### src/rtl/regfile_wb_queue.sv
// rtl/regfile_wb_queue.sv - write-back FIFO ahead of the register-file write port, with decode forwarding.
// Optional forwarding comparators are compiled in when WB_FWD_EN is defined.
module regfile_wb_queue #(
    parameter int DEPTH  = 4,
    parameter int DATA_W = 32
) (
    input  logic                        clk,
    input  logic                        rst,
    input  logic                        in_valid,
    output logic                        in_ready,
    input  logic [4:0]                  in_rd,
    input  logic [DATA_W-1:0]           in_data,
    input  logic                        wb_stall,
    output logic                        reg_wen,
    output logic [4:0]                  rd,
    output logic [DATA_W-1:0]           reg_in,
    input  logic [4:0]                  rs1,
    input  logic [4:0]                  rs2,
    output logic                        fwd1_hit,
    output logic                        fwd2_hit,
    output logic [DATA_W-1:0]           fwd1_data,
    output logic [DATA_W-1:0]           fwd2_data,
    output logic [$clog2(DEPTH):0]      count
);
    localparam int PW = $clog2(DEPTH);
    localparam int CW = PW + 1;

    logic [4:0]        mem_rd_q   [DEPTH];
    logic [DATA_W-1:0] mem_data_q [DEPTH];
    logic [PW-1:0]     head_q, head_d, tail_q, tail_d;
    logic [CW-1:0]     count_q, count_d;
    logic              reg_wen_q;
    logic [4:0]        rd_q;
    logic [DATA_W-1:0] reg_in_q;
    logic              push, pop;

    assign in_ready = (count_q != CW'(DEPTH));
    // Writes to x0 complete the handshake but never occupy an entry.
    assign push     = in_valid && in_ready && (in_rd != 5'd0);
    // Pop looks only at the pre-edge count, so a push into an empty queue waits a cycle.
    assign pop      = (count_q != '0) && !wb_stall;

    always_comb begin
        head_d  = pop  ? head_q + 1'b1 : head_q;
        tail_d  = push ? tail_q + 1'b1 : tail_q;
        count_d = count_q + CW'(push) - CW'(pop);
    end

    always_ff @(posedge clk or negedge rst) begin
        if (!rst) begin
            head_q    <= '0;
            tail_q    <= '0;
            count_q   <= '0;
            reg_wen_q <= 1'b0;
            rd_q      <= '0;
            reg_in_q  <= '0;
        end else begin
            head_q    <= head_d;
            tail_q    <= tail_d;
            count_q   <= count_d;
            reg_wen_q <= pop;
            if (pop) begin
                rd_q     <= mem_rd_q[head_q];
                reg_in_q <= mem_data_q[head_q];
            end
        end
    end

    // Entry storage is deliberately not reset; occupancy is tracked by count_q alone.
    always_ff @(posedge clk) begin
        if (push) begin
            mem_rd_q[tail_q]   <= in_rd;
            mem_data_q[tail_q] <= in_data;
        end
    end

    assign reg_wen = reg_wen_q;
    assign rd      = rd_q;
    assign reg_in  = reg_in_q;
    assign count   = count_q;

`ifdef WB_FWD_EN
    // Scan oldest to youngest so the youngest matching entry wins; output stage is lowest priority.
    function automatic logic [DATA_W:0] fwd_lookup(input logic [4:0] rs);
        logic [DATA_W:0] res;
        logic [PW-1:0]   idx;
        res = '0;
        if (rs != 5'd0) begin
            if (reg_wen_q && (rd_q == rs))
                res = {1'b1, reg_in_q};
            for (int i = 0; i < DEPTH; i++) begin
                idx = head_q + PW'(i);
                if ((CW'(i) < count_q) && (mem_rd_q[idx] == rs))
                    res = {1'b1, mem_data_q[idx]};
            end
        end
        return res;
    endfunction

    logic [DATA_W:0] fwd1_res, fwd2_res;

    always_comb begin
        fwd1_res = fwd_lookup(rs1);
        fwd2_res = fwd_lookup(rs2);
    end

    assign fwd1_hit  = fwd1_res[DATA_W];
    assign fwd1_data = fwd1_res[DATA_W-1:0];
    assign fwd2_hit  = fwd2_res[DATA_W];
    assign fwd2_data = fwd2_res[DATA_W-1:0];
`else
    logic unused_rs;
    assign unused_rs = ^{rs1, rs2};
    assign fwd1_hit  = 1'b0;
    assign fwd2_hit  = 1'b0;
    assign fwd1_data = '0;
    assign fwd2_data = '0;
`endif

endmodule

### config.mk
export PLATFORM = sky130hd
export DESIGN_NAME = regfile_wb_queue
export DESIGN_NICKNAME = d
export VERILOG_FILES = /design/src/rtl/regfile_wb_queue.sv
export SDC_FILE = /design/constraint.sdc
export NUM_CORES = 1
export LEC_CHECK = 0
export CAP_MARGIN = 25
export CORE_MARGIN = 2
export CORE_UTILIZATION = 60
export DETAILED_ROUTE_END_ITERATION = 7
export DONT_BUFFER_PORTS = 1
export HOLD_SLACK_MARGIN = 0.1
export PLACE_DENSITY = 0.72
export SLEW_MARGIN = 10
export SYNTH_ARGS = -nofsm -noshare
export SYNTH_HDL_FRONTEND = slang
export SYNTH_SLANG_ARGS = --single-unit
### constraint.sdc
create_clock -name clk -period 2.9 [get_ports clk]
set_input_delay 0.58 -clock clk [delete_from_list [all_inputs] [get_ports clk]]
set_output_delay 0.58 -clock clk [all_outputs]
set_load 0.02 [all_outputs]
==> results.yml, run 1 <==
floorplan:
  boundaryPins: 159
  core_area_sq_mm: 0.0125
  initial_core_util_pct: 61.0
  die-height_microns: 117
  std_cell_rows: 41
  die_x_microns: 117
  dieArea_sq_mm: 0.0137
critical_path:
  end_kind: "flop"
  critPathTopFamily: "adder cells"
  cp.arrival_ns: 2.93
  cp.required_ns: 3.20
  path_cells: "or3b_2, o211a_4, inv_1, ha_1, inv_1, ha_1, inv_1, fa_1, xnor2_1, xnor2_1"
  cp-start-kind: "flop"
  worst-path-max-fanout: 7
  path_class: "reg -> reg"
  cp_num_buf_inv: 3
  critPathMaxStageDelay_ns: 0.59
  cp_slowest_cell: "or3b_2"
  critPathMostFrequentCell: "inv_1"
detailed_routing:
  postRouteAntennaNets: 0
  first_pass_iters: 4
  vias_per_cell: 5.41
  drtIter0Drc: 225
  wl_per_cell_microns: 20.7
  num_vias: 3117
  routed_wl_microns: 11900
  drc_errors: 0
min_path:
  hp-class: "in -> reg"
placed_design:
  dp_hpwl_microns: 6500
  post_dp_cell_area_sq_mm: 0.00760
  portBuffers: 0
  dp_slack_ns: 0.186
  gp_congestion: 0.634
cts:
  cts_tree: "built"
  cts.clk_slew.worst_paths_ns: 0.07
  cts_buffer_depth: 2
  numCtsBuffers: 17
  root_buffer: "clkbuf_16"
  cts.sinks: 193
  clkLatencyLatePin_ns: 0.42
  h-tree-depth: 4
  cts_setup_buffers: 0
logic_synthesis:
  yosysTopAreaCell: "edfxtp_1"
  yosys.area.top_type_share_pct: 58.2
  synth.avg_cell_area_sq_um: 20.4
  synth_cell_type_count: 23
  ys_seq_area_share_pct: 72.9
  synthTopCellsByArea: "edfxtp_1 (58%), dfrtp_1 (15%), mux4_2 (11%)"
  synth-seq-cells: 193
  yosys_warnings: 0
  netlist_instances: 375
  syn_area_sq_mm: 0.00764
global_route:
  grt_start_max_net_pins: 46
  grt_overflow: 0
  grt_pass1_vias: 3133
  grtUsageTotal_pct: 18.5
  grt_antenna_before_repair: 0
  grt_first_pass_wirelength_microns: 17400
sta:
  finClkSkew_ns: 0.00786
  fmax_ghz: 0.381
  finalSetupViolations: 0
  worst-slew-pin-transition_ns: 0.600
  fin_setup_tns_ns: 0
  slew_violations: 0
  rsz0062_at_grt: "no"
  timing.final.ws_setup_ns: 0.275
  final-hold-violation-count: 0
  min_period_over_period_pct: 90.5
  slew_headroom_pct: 60.0
  post-route-min-period_ns: 2.63
power:
  pwr_density_cell_mw_per_mm2: 1080
  ir_worst_vdd_v: 0.000674
  p_leak_nw: 3.01
outcome:
  outcome: "finished, final reports clean"
flow_run:
  cap_viol_max_count: 0
cells_and_area:
  antennaDiodeCount: 0
  layout_common_cells: "edfxtp_1 (148), conb_1 (66), dfrtp_1 (43), mux4_2 (37), mux2_2 (37)"
  drive_gt1_share_pct: 30.2
  final_nets: 449
  design_area_sq_mm: 0.00840
  final_common_cell: "edfxtp_1"
  synthToLayoutAreaGrowth_pct: 9.89
## where the power goes
| part | total (mW) | switching (mW) | leakage [nW] | internal (mW) |
|---|---|---|---|---|
| clock network | 2.55 | 0.943 | 0.318 | 1.60 |
| registers | 4.50 | 0.730 | 1.88 | 3.77 |
| logic | 2.03 | 0.947 | 0.812 | 1.08 |
| total | 9.07 | 2.62 | 3.01 | 6.45 |
## path summary, 6_finish.rpt
path / slack [ns] / start / cells after the start / endpoint
setup / recovery: 0.27 / count[2]$_DFF_PN0_ / 10 / count[2]$_DFF_PN0_
hold / removal: 0.25 / in_data[26] / 0 / mem_data_q[0][26]$_DFFE_PP_
min in group asynchronous: 0.66 / rst / 2 / reg_in[25]$_DFFE_PN0P_
hold reg to reg: 0.59 / tail_q[1]$_DFFE_PN0P_ / 1 / tail_q[1]$_DFFE_PN0P_
setup reg to reg: 0.27 / count[2]$_DFF_PN0_ / 10 / count[2]$_DFF_PN0_
max in group asynchronous: 1.98 / rst / 2 / head_q[1]$_DFFE_PN0P_
## timing repair
| action | CTS | global route |
|---|---|---|
| resized for setup | 0 | 0 |
| endpoints found under the hold margin | 45 | 0 |
| hold buffers | 2 | 0 |
## stage by stage
step | hold slack, ns | utilization (%) | std cells | power, mW
finish | 0.250 | 67.1 | 576 | 9.07
global route | 0.217 | 67.1 | 576 | 9.50
CTS | 0.230 | 66.3 | 572 | 9.11
detailed placement | 0.285 | 60.8 | 538 | 6.54
global placement | 0.285 | 60.8 | 538 | 6.44
floorplan | 0.284 | - | 440 | 6.09
## sequential cells by signal (all words and copies together) (netlist names)
| register | count |
|---|---|
| mem_data_q | 128 |
| reg_in | 32 |
| mem_rd_q | 20 |
| rd | 5 |
| count | 3 |
| head_q | 2 |
| tail_q | 2 |
| reg_wen | 1 |
## metal layers
layer  up-vias  global-route usage [%]  routed length (microns)
li1       1337                       -                        -
met1      1632                    23.8                     4840
met2       139                    29.6                     6100
met3         9                    6.85                      878
met4         0                    6.12                      103
met5         -                       0                        0
## cells in the mapped netlist
cell      count
o211a_4       1
and2_1        4
mux2_4        1
edfxtp_1    148
or3b_2        1
inv_1         6
buf_4        66
buf_6         2
ha_1          6
buf_1         2
clkbuf_1      1
or4_1         1
xnor2_1       3
mux4_2       37
dfrtp_1      45
nor2_1        1
conb_1        1
mux2_2       37
fa_1          1
nor3b_1       1
buf_2         7
xor2_1        2
nor3_1        1
## kinds of logic after synthesis
family                     Yosys count  share of synthesized area (%)
DFF                                193                           72.9
buffers and inverters               84                           7.68
muxes                               75                           16.6
and+or+nand+nor                      9                          0.753
adders and majority gates            7                           1.24
xor gates and xnor gates             5                          0.573
other                                1                         0.0491
AOI/OAI and AO/OA                    1                          0.229
## layout make-up
class / instances / area [sq um]
well taps: 172 / 215
clock buffers: 23 / 478
clock inverters: 9 / 180
multi-input cells: 163 / 1740
inverters: 6 / 22.5
repair buffers: 10 / 188
flip-flops and latches: 193 / 5570
fillers: 811 / 4120
(Power assumes the default switching activity.)
==> run 2, diff against run 1 <==
- CAP_MARGIN: 25 -> 10
- CELL_PAD_IN_SITES_DETAIL_PLACEMENT: not set -> 0
- CELL_PAD_IN_SITES_GLOBAL_PLACEMENT: not set -> 2
- CORE_UTILIZATION: 60 -> 46
- CTS_BUF_LIST: not set -> sky130_fd_sc_hd__clkbuf_8 sky130_fd_sc_hd__clkbuf_16
- PLACE_DENSITY: 0.72 -> 0.74
==> run 2 against run 1 <==
Clock power shrank 5%. Global-route usage decreased by 3.8 points. Count of clock-buffer cells in the layout fell by 6. Non-clock buffer count shrank 3. Sequential share of layout area up 0.79 points. Design area fell by 1.1%. Die area increased by 29%. Largest cell class unchanged.
==> results.yml, run 2 (same netlist as run 1, synthesis figures left out) <==
sta:
  rsz0062_at_grt: "no"
  finalSetupViolations: 0
  fmax_ghz: 0.392
  worst-slew-pin-transition_ns: 1.11
  final-hold-violation-count: 0
  finClkSkew_ns: 0.00728
  slew_headroom_pct: 25.7
  slew_violations: 0
  fin_setup_tns_ns: 0
  min_period_over_period_pct: 88.0
  post-route-min-period_ns: 2.55
critical_path:
  cp-start-kind: "flop"
  crit_path_end: "count[2]$_DFF_PN0_"
  path_class: "reg -> reg"
  critPathMostFrequentCell: "inv_1"
  end_kind: "flop"
  critPathMaxStageDelay_ns: 0.59
  critPathTopFamily: "adder cells"
  path_cells: "or3b_2, o211a_4, inv_1, ha_1, inv_1, ha_1, inv_1, fa_1, xnor2_1, xnor2_1"
  ff2ff_path_depth: 10
  r2r_slack_ns: 0.35
  r2r_start: "count[0]$_DFF_PN0_"
  r2r_end: "count[2]$_DFF_PN0_"
  cp.required_ns: 3.25
  cp_slowest_cell: "or3b_2"
  cp-startpoint: "count[0]$_DFF_PN0_"
  cp.arrival_ns: 2.90
  path_depth: 10
  cp_num_buf_inv: 3
  worst-path-max-fanout: 7
placed_design:
  portBuffers: 0
  dp_hpwl_microns: 6780
  gp_congestion: 0.674
floorplan:
  die-height_microns: 133
  die_x_microns: 133
  boundaryPins: 159
  initial_core_util_pct: 46.6
  std_cell_rows: 47
  dieArea_sq_mm: 0.0177
  core_area_sq_mm: 0.0164
min_path:
  min_path_cells: 0
  hold_start: "in_data[11]"
  hp-class: "in -> reg"
cts:
  cts.sinks: 193
  cts_buffer_depth: 2
  cts_tree: "built"
  cts_setup_buffers: 0
  h-tree-depth: 4
  cts.clk_slew.worst_paths_ns: 0.07
  clkLatencyLatePin_ns: 0.42
  numCtsBuffers: 17
  root_buffer: "clkbuf_16"
global_route:
  grt_antenna_before_repair: 0
  grt_start_max_net_pins: 46
  grt_overflow: 0
  grt_pass1_vias: 3229
  grt_first_pass_wirelength_microns: 18800
  grtUsageTotal_pct: 14.7
cells_and_area:
  largest_register_ffs: 128
  drive_gt1_share_pct: 29.4
  layout_common_cells: "edfxtp_1 (148), conb_1 (66), dfrtp_1 (43), mux4_2 (37), mux2_2 (37)"
  regMostFlops: "mem_data_q"
  antennaDiodeCount: 0
  final_nets: 446
  final_common_cell: "edfxtp_1"
  synthToLayoutAreaGrowth_pct: 8.65
detailed_routing:
  vias_per_cell: 4.98
  drc_errors: 0
  postRouteAntennaNets: 0
  routed_wl_microns: 12200
  num_vias: 3094
  drtIter0Drc: 95
  wl_per_cell_microns: 19.7
  first_pass_iters: 4
outcome:
  outcome: "finished, final reports clean"
power:
  p_total_mw: 8.81
  ir_worst_vdd_v: 0.000488
  p_leak_nw: 2.95
  pwr_density_cell_mw_per_mm2: 1060
flow_run:
  cap_viol_max_count: 0
## run 2: changes by cell type in the layout (fill, tap and decap cells not counted), sizes merged
cell / before / now
bufinv: 5 / 4
inv: 6 / 10
clkbuf: 23 / 17
buf: 9 / 6
clkinv: 3 / 6
## run 2: how the worst min path moves through the flow
stage                                             end  slack (ns)
after floorplan                    count[0]$_DFF_PN0_        0.28
after global placement         reg_in[15]$_DFFE_PN0P_        0.29
after detailed placement       reg_in[12]$_DFFE_PN0P_        0.29
after CTS                 mem_data_q[3][15]$_DFFE_PP_        0.23
after global routing      mem_data_q[2][21]$_DFFE_PP_        0.22
final                     mem_data_q[0][11]$_DFFE_PP_        0.25
## run 2: worst register-to-register path, cell delays in order (launching register included)
cell     delay [ns]
dfrtp_1        0.48
or3b_2         0.59
o211a_4        0.22
inv_1          0.06
ha_1           0.22
inv_1          0.06
ha_1           0.13
inv_1          0.04
fa_1           0.37
xnor2_1        0.18
xnor2_1        0.13
## run 2: per-stage QoR
stage	instances	hold slack, ns	util [%]	worst slack [ns]	area, sq um
floorplan	440	0.284	-	0.284	7880
global placement	587	0.286	46.6	0.234	7650
detailed placement	587	0.286	46.6	0.209	7650
CTS	621	0.229	50.6	0.335	8300
global route	621	0.224	50.6	0.191	8300
finish	621	0.250	50.6	0.348	8300
## run 2: routing by layer
| layer | GRT usage, % | share of wire [%] | vias up |
|---|---|---|---|
| met1 | 17.5 | 40 | 1639 |
| met2 | 24.2 | 52 | 103 |
| met3 | 5.67 | 6.9 | 17 |
| li1 | - | - | 1335 |
| met4 | 5.56 | 1.6 | 0 |
| met5 | 0 | 0 | - |
## run 2: where the power goes
| part | internal (mW) | switching, mW | leakage, nW | total [mW] |
|---|---|---|---|---|
| clock network | 1.44 | 0.978 | 0.302 | 2.42 |
| logic | 0.976 | 0.809 | 0.768 | 1.78 |
| registers | 3.78 | 0.829 | 1.88 | 4.61 |
| total | 6.19 | 2.62 | 2.95 | 8.81 |
## run 2: area by class of cell
type	instances	area, sq um
clock inverters	15	188
well taps	220	275
multi-input cells	163	1740
flip-flops and latches	193	5580
fillers	1312	8110
clock buffers	17	425
repair buffers	7	75.1
inverters	6	22.5
## run 2: what timing repair did
action | 4_1_cts | 5_1_grt
endpoints found under the hold margin | 45 | 0
endpoints found under the setup margin | 0 | 0
resized for setup | 0 | 0
hold buffers | 2 | 0
==> run 3, diff against run 2 <==
- ABC_AREA: not set -> 1
- CORE_UTILIZATION: 46 -> 40
- PLACE_DENSITY: 0.74 -> 0.76
==> run 3 against run 2 <==
Critical path depth down 1. Maximum frequency up 18%. Non-clock buffer count up 9.
==> results.yml, run 3 <==
outcome:
  outcome: "finished, final reports clean"
cts:
  numCtsBuffers: 17
  root_buffer: "clkbuf_16"
  h-tree-depth: 4
  cts_tree: "built"
  cts_buffer_depth: 2
  cts.sinks: 193
  cts.clk_slew.worst_paths_ns: 0.07
  clkLatencyLatePin_ns: 0.42
  hold_buffers: 2
  cts_setup_buffers: 0
  cts_resized: 0
floorplan:
  die_x_microns: 150
  initial_core_util_pct: 40.8
  std_cell_rows: 53
  die-height_microns: 150
  boundaryPins: 159
  core_area_sq_mm: 0.0210
  dieArea_sq_mm: 0.0226
detailed_routing:
  drc_errors: 0
  routed_wl_microns: 17300
  first_pass_iters: 4
  num_vias: 5070
  wl_per_cell_microns: 15.1
  drtIter0Drc: 261
  vias_per_cell: 4.42
  postRouteAntennaNets: 0
cells_and_area:
  antennaDiodeCount: 0
  regMostFlops: "mem_data_q"
  final_common_cell: "nand2_1"
  utilization_pct: 43.9
  layout_common_cells: "nand2_1 (304), inv_1 (160), edfxtp_1 (148), nand3_1 (77), conb_1 (66)"
  fill_cells: 1914
  drive_gt1_share_pct: 6.54
  largest_register_ffs: 128
  synthToLayoutAreaGrowth_pct: 7.80
  final_nets: 917
global_route:
  grt_start_max_net_pins: 76
  grtUsageMet3_pct: 4.73
  grtUsageTotal_pct: 16.1
  grt_util_met2_pct: 27.1
  grt_antenna_before_repair: 0
  met1_usage_pct: 19.8
  grt_overflow: 0
  grt_first_pass_wirelength_microns: 27000
  grt_pass1_vias: 5048
  top_usage_layer: "met2"
logic_synthesis:
  ys_seq_area_share_pct: 65.0
  synth_ff_type: "edfxtp_1"
  synthMostInstantiatedCell: "nand2_1"
  synth_common_cells: "nand2_1 (304), inv_1 (161), edfxtp_1 (148)"
  syn_area_sq_mm: 0.00857
  synth_cell_type_count: 21
  yosysTopAreaCell: "edfxtp_1"
  async_reset_ff_share_pct: 23.3
  synth-edff-count: 148
  yosys_warnings: 0
  synthTopCellsByArea: "edfxtp_1 (52%), nand2_1 (13%), dfrtp_1 (13%)"
  synth-seq-cells: 193
  synth.avg_cell_area_sq_um: 10.0
  yosys.area.top_type_share_pct: 51.9
  netlist_instances: 857
critical_path:
  r2r_end: "count[2]$_DFF_PN0_"
  cp.required_ns: 3.24
  cp.arrival_ns: 2.51
  end_kind: "flop"
  worst-path-max-fanout: 4
  ff2ff_path_depth: 9
  r2r_slack_ns: 0.73
  r2r_start: "count[1]$_DFF_PN0_"
  path_class: "reg -> reg"
  cp-start-kind: "flop"
sta:
  slew_violations: 0
  final-hold-violation-count: 0
  rsz0062_at_grt: "no"
  post-route-min-period_ns: 2.17
  min_period_over_period_pct: 74.7
  worst-slew-pin-transition_ns: 0.907
  fin_setup_tns_ns: 0
  finClkSkew_ns: 0.00665
  slew_headroom_pct: 39.4
  finalSetupViolations: 0
  fmax_ghz: 0.462
power:
  p_leak_nw: 4.39
  switching_share_pct: 38.5
  ir_worst_vdd_v: 0.000582
  combPwrFrac_pct: 28.2
  internal_power_mw: 5.70
  pwr-share-seq_pct: 47.4
  power.switching_mw: 3.56
  pwr_density_cell_mw_per_mm2: 1000
  power_frac_clock_pct: 24.4
flow_run:
  cap_viol_max_count: 0
min_path:
  min_path_cells: 0
  hp-class: "in -> reg"
  min_to: "mem_data_q[1][0]$_DFFE_PP_"
  hold_start: "in_data[0]"
placed_design:
  gp_congestion: 0.668
  portBuffers: 0
  dp_hpwl_microns: 9890
run 3: cell count changes after synthesis, moves of 12 or more:
cell and delta:
nand2_1 +304, mux2_2 -37, nand3_1 +77, mux4_2 -37, inv_1 +155, buf_2 +12
run 3: worst max-delay path by stage:
stage / from / to / slack (ns) / depth (start not counted)
after floorplan: count[1]$_DFF_PN0_ / mem_data_q[0][0]$_DFFE_PP_ / -0.09 / 4
after global placement: count[1]$_DFF_PN0_ / count[1]$_DFF_PN0_ / 0.76 / 9
after detailed placement: count[1]$_DFF_PN0_ / count[2]$_DFF_PN0_ / 0.73 / 9
after CTS: count[1]$_DFF_PN0_ / count[2]$_DFF_PN0_ / 0.71 / 9
after global routing: count[1]$_DFF_PN0_ / count[2]$_DFF_PN0_ / 0.53 / 9
final: count[1]$_DFF_PN0_ / count[2]$_DFF_PN0_ / 0.73 / 9
run 3: critical path: stages (launching register included):
cell     delay [ns]
dfrtp_1        0.57
nor2_2         0.10
a21oi_1        0.24
nand2_1        0.11
ha_1           0.30
inv_1          0.06
ha_1           0.12
inv_1          0.04
fa_1           0.37
xnor2_1        0.18
run 3: power by group through the flow:
stage	clock (mW)	combinational, mW	sequential (mW)
6_report	2.26	2.61	4.39
5_1_grt	2.44	3.04	4.47
4_1_cts	2.33	2.68	4.40
3_5_place_dp	0	2.66	4.46
3_3_place_gp	0	2.60	4.43
2_1_floorplan	0	2.04	4.38
run 3: layout make-up:
| cell class | count | area (sq um) | share of cell area [%] |
|---|---|---|---|
| Inverter | 163 | 612 | 6.62 |
| Clock buffer | 17 | 425 | 4.60 |
| Timing Repair Buffer | 16 | 155 | 1.68 |
| Multi-Input combinational cell | 468 | 1980 | 21.4 |
| Clock inverter | 15 | 151 | 1.64 |
| Sequential cell | 193 | 5570 | 60.3 |
| Tap cell | 275 | 344 | 3.72 |
run 3: routing by layer:
| metal | up-vias | share of wire [%] |
|---|---|---|
| met4 | 0 | 1.0 |
| met2 | 153 | 49 |
| met5 | - | 0 |
| li1 | 2505 | - |
| met1 | 2398 | 43 |
| met3 | 14 | 7.5 |
run 3: cell families (layout without fill, tap and decap cells):
family,after synthesis,in the layout,synth area share [%]
compound gates,2,2,0.117
buf+inv,261,211,15.1
fa+ha+maj,7,7,1.11
other cells,1,66,0.0438
simple gates,390,390,18.3
xor+xnor,3,3,0.307
flops,193,193,65.0
run 3: through the flow:
stage / setup WS, ns / cell area, sq um / hold WS, ns / cells / total power, mW
2_1_floorplan: -0.0882 / 8810 / 0.284 / 922 / 6.43
3_3_place_gp: 0.759 / 8620 / 0.286 / 1113 / 7.03
3_5_place_dp: 0.732 / 8620 / 0.286 / 1113 / 7.11
4_1_cts: 0.711 / 9240 / 0.218 / 1147 / 9.42
5_1_grt: 0.528 / 9240 / 0.219 / 1147 / 9.95
6_report: 0.734 / 9240 / 0.246 / 1147 / 9.26
